<file path="src/rtl/encoder8to3_stream.sv">
// encoder8to3_stream
//   Sequential 8-to-3 encoder. An accepted request vector is latched into a
//   mask. Then the binary index of every set bit is streamed out, one per
//   transfer, in priority order. This block is the inverse of the 3-to-8
//   decoder.
//
// Parameters
//   PRIORITY_HIGH  0: the lowest set bit goes first. 1: the highest set bit goes first.
//
// Ports
//   clk        clock, rising edge
//   rst        synchronous active-high reset
//   in_valid   request vector I is valid
//   in_ready   block can accept a vector (IDLE)
//   I[7:0]     request vector
//   out_valid  O holds a valid index (EMIT)
//   out_ready  consumer accepts O this cycle
//   O[2:0]     index of the highest-priority pending bit
//   out_last   O is the final index of the current vector
//   pop[3:0]   popcount of the latched vector, held until the next accept
//   none       one-cycle pulse after an all-zero vector is accepted
//   busy       a vector is latched and not yet fully emitted
module encoder8to3_stream #(
  parameter bit PRIORITY_HIGH = 1'b0
) (
  input  logic       clk,
  input  logic       rst,
  input  logic       in_valid,
  output logic       in_ready,
  input  logic [7:0] I,
  output logic       out_valid,
  input  logic       out_ready,
  output logic [2:0] O,
  output logic       out_last,
  output logic [3:0] pop,
  output logic       none,
  output logic       busy
);

  typedef enum logic {IDLE, EMIT} state_e;

  state_e     state_q, state_d;
  logic [7:0] mask_q, mask_d;
  logic [3:0] pop_q, pop_d;
  logic       none_q, none_d;
  logic [2:0] idx;
  logic       one_left;

  function automatic logic [3:0] popcnt(input logic [7:0] v);
    logic [3:0] c;
    c = 4'd0;
    for (int k = 0; k < 8; k++) c = c + {3'b000, v[k]};
    return c;
  endfunction

  // Priority select over the mask. The bit written last in the loop wins.
  // The low-first order therefore scans downward, and the high-first order
  // scans upward. An empty mask gives index 0.
  always_comb begin
    idx = 3'd0;
    if (PRIORITY_HIGH) begin
      for (int k = 0; k < 8; k++)
        if (mask_q[k]) idx = 3'(k);
    end else begin
      for (int k = 7; k >= 0; k--)
        if (mask_q[k]) idx = 3'(k);
    end
  end

  // The mask has exactly one bit set.
  assign one_left = (mask_q != 8'd0) && ((mask_q & (mask_q - 8'd1)) == 8'd0);

  always_comb begin
    state_d = state_q;
    mask_d  = mask_q;
    pop_d   = pop_q;
    none_d  = 1'b0;
    unique case (state_q)
      IDLE: begin
        if (in_valid) begin
          if (I != 8'd0) begin
            mask_d  = I;
            pop_d   = popcnt(I);
            state_d = EMIT;
          end else begin
            pop_d  = 4'd0;
            none_d = 1'b1;
          end
        end
      end
      EMIT: begin
        // in_valid is deliberately ignored here; nothing is queued.
        if (out_ready) begin
          mask_d = mask_q & ~(8'd1 << idx);
          if (one_left) state_d = IDLE;
        end
      end
      default: state_d = IDLE;
    endcase
  end

  always_ff @(posedge clk) begin
    if (rst) begin
      state_q <= IDLE;
      mask_q  <= 8'd0;
      pop_q   <= 4'd0;
      none_q  <= 1'b0;
    end else begin
      state_q <= state_d;
      mask_q  <= mask_d;
      pop_q   <= pop_d;
      none_q  <= none_d;
    end
  end

  assign in_ready  = (state_q == IDLE);
  assign out_valid = (state_q == EMIT);
  assign busy      = (state_q == EMIT);
  assign O         = idx;
  assign out_last  = (state_q == EMIT) && one_left;
  assign pop       = pop_q;
  assign none      = none_q;

endmodule
</file>
<file path="config.mk">
export PLATFORM = sky130hd
export DESIGN_NAME = encoder8to3_stream
export DESIGN_NICKNAME = d
export VERILOG_FILES = /design/src/rtl/encoder8to3_stream.sv
export SDC_FILE = /design/constraint.sdc
export NUM_CORES = 1
export LEC_CHECK = 0
export ABC_AREA = 1
export CAP_MARGIN = 20
export CORE_MARGIN = 3
export CORE_UTILIZATION = 36
export CTS_BUF_LIST = sky130_fd_sc_hd__clkbuf_4 sky130_fd_sc_hd__clkbuf_8
export DETAILED_ROUTE_END_ITERATION = 8
export GPL_ROUTABILITY_DRIVEN = 0
export PLACE_DENSITY_LB_ADDON = 0.15
export SETUP_SLACK_MARGIN = 0.05
export SYNTH_ARGS = -nofsm -noshare
export SYNTH_HDL_FRONTEND = slang
export SYNTH_SLANG_ARGS = --single-unit
</file>
<file path="constraint.sdc">
create_clock -name clk -period 3.2 [get_ports clk]
set_clock_uncertainty 0.15 [all_clocks]
set_input_delay 0.64 -clock clk [delete_from_list [all_inputs] [get_ports clk]]
set_output_delay 0.64 -clock clk [all_outputs]
set_load 0.03 [all_outputs]
</file>
-- Yosys cells after proc, flatten, opt, wreduce, memory -nomap -nowiden
Index checks and enable logic that the tools add are counted.
- flip-flop bits (word level): 14
- bits of input ports: 12
- bits in latches: 0
- word-level logic and storage cells: 48
- output and inout bits: 12
- memories: 0
- RAM bits: 0
- bits in read-only memories: 0
- bitwise logic cells: 5
- add/subtract/negate cells: 8
- muxes and demuxes: 19
- reduce and logical (&&, ||, !) cells: 8
- magnitude comparators: 0
- eq/ne operators: 3
- divide/modulo/power cells: 0
- shifts and indexed selects: 1
- $mul: 0
- operator list (kind ; count):
    $mux 3 ; 8
    $mux 8 ; 3
    $add 4x1->4 ; 4
    $and 8x8->8 ; 2
    $pmux 8 s2 ; 1
    $reduce_bool 8->1 ; 2
    $logic_not 8->1 ; 1
    $not 8->8 ; 1
    $shl 1x3->8 const A ; 1
    $sub 8x1->8 const B ; 1
    $mux 1 ; 5
    $add 3x1->4 ; 1
    $mux 4 ; 1
    $ne 2x2->1 const B ; 2
    $add 2x1->3 ; 1
    $reduce_and 3->1 ; 1
    $reduce_or 3->1 ; 1
    $add 1x1->2 ; 1
    $logic_and 1x1->1 ; 2
    $ne 2x1->1 const B ; 1
    $not 1->1 ; 2
    $pmux 1 s2 ; 1
    $reduce_and 2->1 ; 1

-- Logic depth before layout (Yosys ltp)
- word-level depth: 13
- depth in mapped cells: 10
- gate-level depth less buffers: 10

-- Worst setup path before layout
OpenSTA, ideal clock, no wires.
- path kind: input -> register
- start point: input I[0]
- end point: register pop_q[2] (netlist: pop[2])
- slack: -0.064 ns
- path buffers: 0
- data required time: 2.918 ns
- arrival: 2.982 ns
- cell stages on the path: 10
- setup time: 0.132 ns
- cells stage by stage: fa_1 inv_1 fa_1 fa_1 inv_1 ha_1 fa_1 xor2_1 nand3_1 a21oi_1
- word-level cells in the longest chain between the ends: 8
- elaborated cells between the ends (all ways): 9
- classes of those cells: 7 x add/sub; 1 x mux; 1 x reduce/logical
- ends and longest elaborated chain (item ; RTL line ; text):
    start, declared ; 30 ; input logic [7:0] I,
    $add 1x1->2 ; 52 ; for (int k = 0; k < 8; k++) c = c + {3'b000, v[k]};
    $add 2x1->3 ; 52 ;
    $add 3x1->4 ; 52 ;
    $add 4x1->4 (4 in a row) ; 52 ;
    $mux 4 (*) ; 81 ; if (I != 8'd0) begin
    end signal, assigned ; 111 ; pop_q <= pop_d;
    end, declared ; 44 ; logic [3:0] pop_q, pop_d;
Mark *: on every way between the ends. The rest lies on a longest branch, timed or not.
A chain may end at the register's enable or synchronous reset.

-- Worst setup path after layout
- start point: input I[0]
- end point: register pop_q[1] (netlist: pop[1])
The elaborated chain is that of the path after synthesis.

==> qor.txt <==
GRT overflow - 0
Mean Syn Cell Area - 7.28 µm²
Antenna-violating nets left - 0
Setup TNS - 0 ps
Via density - 5.13
Post-synth EDFFs - 0
RSZ-0062 raised after global routing - true
Crit path required time - 3260 ps
Slew @ Worst Pin - 560 ps
Pre-CTS WS - -619 ps
Die area - 3460 µm²
Avg WL per Cell - 12.1 µm
Hold Crit Endpoint - pop[3]$_SDFFE_PP0P_
Synth-to-layout area growth - 34.6%
Synthesized instance count - 138
Core Box Area - 2570 µm²
Fin. max-slew vios - 0
CTS buffer count - 3
Cell Chain, Critical Path - buf_6, fa_1, inv_1, fa_1, fa_1, inv_2, ha_4, fa_2, nand3_2, a21oi_2
Hold-fix buffers, CTS - 0
IO Pins - 24
Maximum vdd drop - 0.000250 V
Starting Density - 0.391
Largest net degree at the start of global routing - 15
First-pass GRT wire length - 4.21 mm
Most frequent cells in the layout - 25 x nand2_1, 20 x nand3_1, 20 x clkdlybuf4s50_1, 16 x a21oi_1, 15 x inv_1
DRC - 0
Hold Fails Final Rpt - 0
Crit path largest cell delay - 530 ps
Critical-path top delay cell - fa_1
Setup Crit Path Kind - in2reg
Final setup margin - 71.5 ps
Overall die width - 58.8 µm
Port Buf Inserts - 23
Hold depth - 2
Min cycle time layout - 3130 ps
Buf/Inv on CP - 3
Fmax - 320 MHz
Post-Route WL - 2.39 mm
Slew margin rel. - 0.626
Fin crit share - 0.978
Clock-pin slew on the worst setup and hold paths - 90 ps
Register bit total from synthesis - 14
Detailed placer's ending HPWL - 1.90 mm
Via count - 1,016
Synth warn - 0
Cell mode on critical path - fa_1
Most common cell after layout, fill and taps aside - nand2_1
Clock sinks - 14
Synthesized net count - 158
Outcome - finished clean
Number of diodes - 0
Type of destination of the critical path - flip-flop
Die Y - 58.8 µm
Initial antenna violation count - 0
Ys flop type - dfxtp_1
Final Net Count - 189
Lkg Pwr - 0.000589 µW
Post-Synth XOR/XNOR Area - 0.00872
CP arrival - 3190 ps
Number of global-route vias before repair - 989
Crit path max fanout - 2
Post-synthesis sequential area ratio - 0.279
Filler cells - 269
Worst r2r dst - mask_q[7]$_SDFFE_PP0P_
Max_cap viols - 0
Post-synth ARST share - 0
Cell Area, Synth - 1000 µm²
CTS tree - yes
Htree depth - 1
Crit path max-delay family - adder cells
# rows - 18
Deepest clock path buffer count - 2
Reg2reg setup slack - 1520 ps
Hold/Removal Path Class - reg2reg
Startpoint Class - primary input
1st-iter DRT viols - 41
Reg2Reg Depth - 7
Mux share of post-synthesis cell area - 0
Hold_ws - 317 ps
Power Density - 448 nW/µm²
Largest family of logic cells by synthesized area - simple AND/OR/NAND/NOR gates
Setup violations, final - 0
DP Area - 1290 µm²
Post-synthesis simple-gate area fraction - 0.329
Ratio of cells with drive above 1 in the final layout - 0.173
Root Buffer Master - clkbuf_4
Compound-Gate Fraction of Synth Area - 0.153
Clk Latency, worst-skew pair - 270 ps
Adder-Cell Fraction of Synth Area - 0.130
Drt pass-1 iters - 4
R2r startpoint - busy$_SDFF_PP0_
Dpl cells - 193
Final instance area - 1350 µm²
Worst Hold Launch - pop[3]$_SDFFE_PP0P_
Synth cell types - 28
Non-filler cells, final - 198
Total Routing Usage GR - 0.157
-- how the worst max path moves through the flow --
stage,start,endpoint,slack (ps),cells after the start
finish,I[0],pop[1]$_SDFFE_PP0P_,70,10
global route,I[0],pop[1]$_SDFFE_PP0P_,30,10
CTS,I[3],pop[1]$_SDFFE_PP0P_,-40,10
detailed placement,I[0],pop[1]$_SDFFE_PP0P_,-620,10
global placement,I[0],pop[1]$_SDFFE_PP0P_,-540,10
floorplan,I[0],pop[1]$_SDFFE_PP0P_,-30,9
-- worst register-to-register path, cell delays in order (launching register included) --
cell and delay (ps):
dfxtp_1 580, inv_4 140, nand2_4 120, clkinv_2 130, nand2_4 160, nand2_2 130
nand2_1 100, a21oi_1 50
-- per-layer routing --
layer	routed length [µm]	up-vias	track usage
met1	1080	467	0.195
met4	20	0	0.0744
met5	0	-	0
met3	108	2	0.0285
li1	-	524	-
met2	1180	23	0.262
-- area by class of cell --
type	instances	area [µm²]	area share
multi-input combinational	102	647	0.478
clock buffer	4	36.3	0.0268
tap	30	37.5	0.0278
inverter	18	71.3	0.0527
sequential	14	280	0.207
timing repair buffer	30	280	0.207
-- stage by stage --
step           total power, µW   util
5_1_grt                    660  0.527
4_1_cts                    615  0.524
6_report                   606  0.527
2_1_floorplan              383      -
3_3_place_gp               467  0.503
3_5_place_dp               471  0.503
-- sequential cells by signal (all words and copies together), names as in the netlist --
name	count
mask_q	8
pop	4
busy	1
none	1
-- cell usage after synthesis, types with 2 or more instances --
cell / n / share of area
a21oi_1: 17 / 0.085
buf_4: 2 / 0.015
dfxtp_1: 14 / 0.28
fa_1: 4 / 0.080
ha_1: 4 / 0.050
inv_1: 16 / 0.060
nand2_1: 25 / 0.093
nand2_4: 2 / 0.022
nand3_1: 21 / 0.10
nor2_1: 8 / 0.030
o21ai_0: 8 / 0.040
-- power by group --
part           leakage (µW)  internal (µW)  switching (µW)
Clock             0.0000210           69.1            58.2
Sequential         0.000115            190            18.7
Combinational      0.000453            117             153
Total              0.000589            377             230
-- logic make-up after synthesis --
kind of cell | after synthesis
AO/OA/AOI/OAI | 29
flip-flops | 14
XOR/XNOR | 1
buffers and inverters | 22
AND/OR/NAND/NOR | 64
adder cells (fa/ha/maj) | 8
-- timing repair --
item | 4_1_cts | 5_1_grt
pin swaps | 5 | 5
resized for setup | 17 | 1
hold endpoints to repair | 0 | 0
setup buffers | 1 | 0
endpoints found under the setup margin | 3 | 2
No activity file was read; power rests on OpenSTA's default activity.
